### config.mk
export PLATFORM = sky130hd
export DESIGN_NAME = dest_pipe_hazard
export DESIGN_NICKNAME = d
export VERILOG_FILES = /design/src/rtl/dest_pipe_hazard.sv
export SDC_FILE = /design/constraint.sdc
export NUM_CORES = 1
export LEC_CHECK = 0
export ABC_AREA = 1
export CORE_MARGIN = 1
export CORE_UTILIZATION = 43
export DETAILED_ROUTE_END_ITERATION = 6
export MAX_ROUTING_LAYER = met4
export PLACE_DENSITY_LB_ADDON = 0.08
export SLEW_MARGIN = 20
export SYNTH_ARGS = -nofsm -noshare
export SYNTH_HDL_FRONTEND = slang
export SYNTH_SLANG_ARGS = --single-unit
### constraint.sdc
create_clock -name clk -period 3.8 [get_ports clk]
set_input_delay 1.14 -clock clk [delete_from_list [all_inputs] [get_ports clk]]
set_output_delay 1.14 -clock clk [all_outputs]
set_load 0.05 [all_outputs]
### src/rtl/dest_pipe_hazard.sv
// Purpose : carries decoded register fields of the ID instruction through ID/EX, EX/MEM and MEM/WB; detects load-use hazards.
// Latency : ID fields appear on IDEX_* after 1 cycle, MemDest/MEM_RegWrite after 2, WriteBackDest/RegWriteWB after 3; Stall is combinational.
// Backpressure: Stall holds PC and IF/ID for one cycle and a bubble enters ID/EX; Flush overrides Stall and also inserts a bubble.
//
// Ports:
//   clk, rst_n                      pipeline clock, asynchronous active-low reset
//   ID_Rs, ID_Rt, ID_Dest           register fields of the instruction in ID
//   ID_RegWrite, ID_MemRead         ID instruction writes the register file / is a load
//   ID_Valid, Flush                 ID holds a real instruction / squash the ID instruction
//   Stall                           hold PC and IF/ID this cycle
//   IDEX_Rs, IDEX_Rt                source fields in EX (forwarding unit)
//   MemDest, MEM_RegWrite           EX/MEM destination and write enable
//   WriteBackDest, RegWriteWB       MEM/WB destination and write enable
//   StallCount                      saturating stall-cycle counter
//
// Build option: define STALL_COUNT_EN to build the stall counter; otherwise StallCount is tied to 0.

module dest_pipe_hazard #(
    parameter int REG_W = 5,
    parameter int CNT_W = 16
) (
    input  logic             clk,
    input  logic             rst_n,
    input  logic [REG_W-1:0] ID_Rs,
    input  logic [REG_W-1:0] ID_Rt,
    input  logic [REG_W-1:0] ID_Dest,
    input  logic             ID_RegWrite,
    input  logic             ID_MemRead,
    input  logic             ID_Valid,
    input  logic             Flush,
    output logic             Stall,
    output logic [REG_W-1:0] IDEX_Rs,
    output logic [REG_W-1:0] IDEX_Rt,
    output logic [REG_W-1:0] MemDest,
    output logic             MEM_RegWrite,
    output logic [REG_W-1:0] WriteBackDest,
    output logic             RegWriteWB,
    output logic [CNT_W-1:0] StallCount
);

    typedef struct packed {
        logic [REG_W-1:0] rs;
        logic [REG_W-1:0] rt;
        logic [REG_W-1:0] dest;
        logic             regWrite;
        logic             memRead;
    } idExT;

    typedef struct packed {
        logic [REG_W-1:0] dest;
        logic             regWrite;
    } wbInfoT;

    idExT   idEx;
    wbInfoT exMem;
    wbInfoT memWb;
    idExT   idNext;
    logic   loadUse;

    // Only a load sitting in EX cannot be forwarded in time; later producers
    // are covered by forwarding from EX/MEM or MEM/WB. Register 0 never hazards.
    always_comb begin
        loadUse = idEx.memRead && idEx.regWrite && (idEx.dest != '0) &&
                  ((idEx.dest == ID_Rs) || (idEx.dest == ID_Rt));
        Stall   = !Flush && ID_Valid && loadUse;
    end

    always_comb begin
        idNext = '0;
        if (!Stall && !Flush && ID_Valid) begin
            idNext.rs       = ID_Rs;
            idNext.rt       = ID_Rt;
            idNext.dest     = ID_Dest;
            idNext.regWrite = ID_RegWrite;
            idNext.memRead  = ID_MemRead;
        end
    end

    always_ff @(posedge clk or negedge rst_n) begin
        if (!rst_n) begin
            idEx  <= '0;
            exMem <= '0;
            memWb <= '0;
        end else begin
            idEx           <= idNext;
            exMem.dest     <= idEx.dest;
            exMem.regWrite <= idEx.regWrite;
            memWb          <= exMem;
        end
    end

    assign IDEX_Rs       = idEx.rs;
    assign IDEX_Rt       = idEx.rt;
    assign MemDest       = exMem.dest;
    assign MEM_RegWrite  = exMem.regWrite;
    assign WriteBackDest = memWb.dest;
    assign RegWriteWB    = memWb.regWrite;

`ifdef STALL_COUNT_EN
    localparam logic [CNT_W-1:0] CNT_MAX = '1;
    localparam logic [CNT_W-1:0] CNT_ONE = {{(CNT_W-1){1'b0}}, 1'b1};

    logic [CNT_W-1:0] stallCnt;

    // Saturates rather than wraps so a long-running count never reads as small.
    always_ff @(posedge clk or negedge rst_n) begin
        if (!rst_n) begin
            stallCnt <= '0;
        end else if (Stall && (stallCnt != CNT_MAX)) begin
            stallCnt <= stallCnt + CNT_ONE;
        end
    end

    assign StallCount = stallCnt;
`else
    assign StallCount = '0;
`endif

endmodule

==> impl_results.md <==
- Leakage: 0.900 nW
- Ant. Diodes: 0
- Post-layout util: 60.0%
- Max Cap Viol: 0
- PD cells: 385 nW/um^2
- Endpoints failing hold: 0
- Layout cells sized above 1: 6.15%
- Via-per-instance ratio: 4.19
- Total Power: 0.000643 W
- Min Clock Period, post-route: 3670 ps
- Hold depth: 0
- CTS Root Cell: clkbuf_4
- Final setup violation count: 0
- Setup repair bufs after CTS: 0
- Worst Skew: 6.01 ps
- Clock Pin Slew Worst Setup and Hold Paths: 80 ps
- M3 GR Usage: 4.38%
- DR DRC count: 0
- Total track usage: 13.9%
- Status: complete, no violations
- Post-synth EDFFs: 0
- Overall routed net length: 1970 um
- Num ports: 60
- Depth of the most critical reg-to-reg path: 9
- Area Growth Syn to Fin: 30.7%
- Die area: 3190 sq um
- Post-Place Cell Area: 1610 sq um
- Die Y: 56.5 um
- DR WL/cell: 9.38 um
- Met2 Usage GRT: 21.5%
- Worst EP required: 2660 ps
- Worst-Skew Late Latency: 320 ps
- PostCTS Resize Cnt: 0
- H-tree Lvls: 2
- Synth area leader: dfrtp_1
- Startpoint types: input port
- HPWL after DPL: 1540 um
- Async SR Flop Fraction: 100%
- Yosys top cell area share: 56.9%
- Final period utilization: 96.5%
- Relative slew slack: 66.2%
- Clk sink count: 29
- Synth Flop Type: dfrtp_1
- CP Max Fanout: 3
- CTS tree: done
- Avg Inst Size Synth: 9.12 sq um
- Initial antenna violation count: 0
- Area contributors post-synth: dfrtp_1 57%, buf_4 15%, inv_1 7.6%
- Via count: 880
- Gpl congestion: 0.846
- Register bit total from synthesis: 29
- Arrival @ worst endpoint: 2530 ps
- CORE AREA: 2780 sq um
- Cell count after placement: 203
- Number of global-route vias before repair: 759
- Post-Layout Cell Count: 210
- First-pass GRT wire length: 3100 um
- Fin nets: 200
- HP Class: flip-flop to flip-flop
- Largest net degree at the start of global routing: 30
- Row Count: 19
- Synth Instances: 140
- CTS Buf Count: 5
- Pre-antenna DRT Iters: 4
- Most Crowded Layer GR: met2
- Critical Path Sink Type: primary output
- Least-Margin Pin Slew: 506 ps
- Die X: 56.5 um
- Setup repair after global routing missed its margin: false
- Fmax achieved: 273 MHz
- Mapped Area: 1280 sq um
- Worst IR Drop VDD: 284 uV
- Max Slew Vio Count: 0
- Number of port buffers: 43
- Post-route ant nets: 0
- Sequential area share after synthesis: 56.9%
- Worst setup path class: input port to primary output
- Yosys cell types: 13
- Met1 Resource Use GR: 14.1%
- Yosys warns: 0
- Initial Utilization: 45.9%
- Grt ovf: 0
- Setup TNS Final: 0 ps
- Hold Buf Count CTS: 0
- Finished layout cell area: 1670 sq um
- Max Root-Sink Buffers: 2
- Initial drt markers: 25
sequential cells by signal, indices dropped and copies added, names as in the netlist:
signal	cells
MEM_RegWrite	1
IDEX_Rs	5
MemDest	5
RegWriteWB	1
WriteBackDest	5
IDEX_Rt	5
idEx	7
worst max-delay path, stage by stage:
cell,delay (ps)
clkdlybuf4s50_1,510
nand2_1,80
inv_1,60
nor2_1,40
nor2_1,100
nand3_1,70
nand2_1,90
nand2_2,70
nor2_1,190
buf_12,170
final timing paths:
check	endpoint	from	slack, ps
worst max-delay path	Stall	ID_Rt[0]	130
worst min-delay path	WriteBackDest[0]	MemDest[0]	380
worst max register to register	IDEX_Rt[2]	idEx[3]	2510
worst min register to register	WriteBackDest[0]	MemDest[0]	380
max in group asynchronous	MEM_RegWrite	rst_n	2340
min in group asynchronous	WriteBackDest[0]	rst_n	1200
metrics by stage:
| stage | setup WS [ps] | hold WS, ps |
|---|---|---|
| 3_5_place_dp | 127 | 364 |
| 3_3_place_gp | 174 | 358 |
| 4_1_cts | 111 | 382 |
| 2_1_floorplan | 453 | 354 |
| 5_1_grt | 6.49 | 388 |
| 6_report | 132 | 377 |
layout by cell type, fill, tap and decap left out, types with 2 or more instances in the layout:
cell type,n
nor2_1,24
nand3_1,4
clkbuf_4,5
clkdlybuf4s50_1,42
dfrtp_1,29
inv_1,26
nand2_1,23
conb_1,16
xnor2_1,2
final cells by class:
| type | instances | area [sq um] |
|---|---|---|
| Clock buffer | 7 | 55.1 |
| Fill cell | 261 | 1110 |
| Inverter | 26 | 97.6 |
| Multi-Input combinational cell | 73 | 303 |
| Sequential cell | 29 | 726 |
| Tap cell | 31 | 38.8 |
| Timing Repair Buffer | 44 | 448 |
report_power, final:
part / total (W) / switching, W / internal (W)
clock: 0.000179 / 0.0000919 / 0.0000871
combinational: 0.000138 / 0.0000952 / 0.0000428
sequential: 0.000326 / 0.00000579 / 0.000320
total: 0.000643 / 0.000193 / 0.000450
cells in the mapped netlist (2+ instances only):
cell type,number
inv_1,26
xnor2_1,2
dfrtp_1,29
nand3_1,4
nor2_1,24
buf_4,26
nand2_1,23
logic make-up (layout without fill, tap and decap cells):
family / Yosys count / count (layout) / share of synthesized area [%]
flip-flops: 29 / 29 / 56.9
buffers and inverters: 53 / 77 / 23.8
other: 1 / 16 / 0.294
AND/OR/NAND/NOR: 55 / 55 / 17.6
XOR/XNOR: 2 / 2 / 1.37
metal layers:
metal  vias up  share of wire [%]
met1       395                 37
met3         6                8.0
met2        45                 53
met5         -                  0
met4         0                2.3
li1        434                  -
Power figures use the tool's default switching activity.
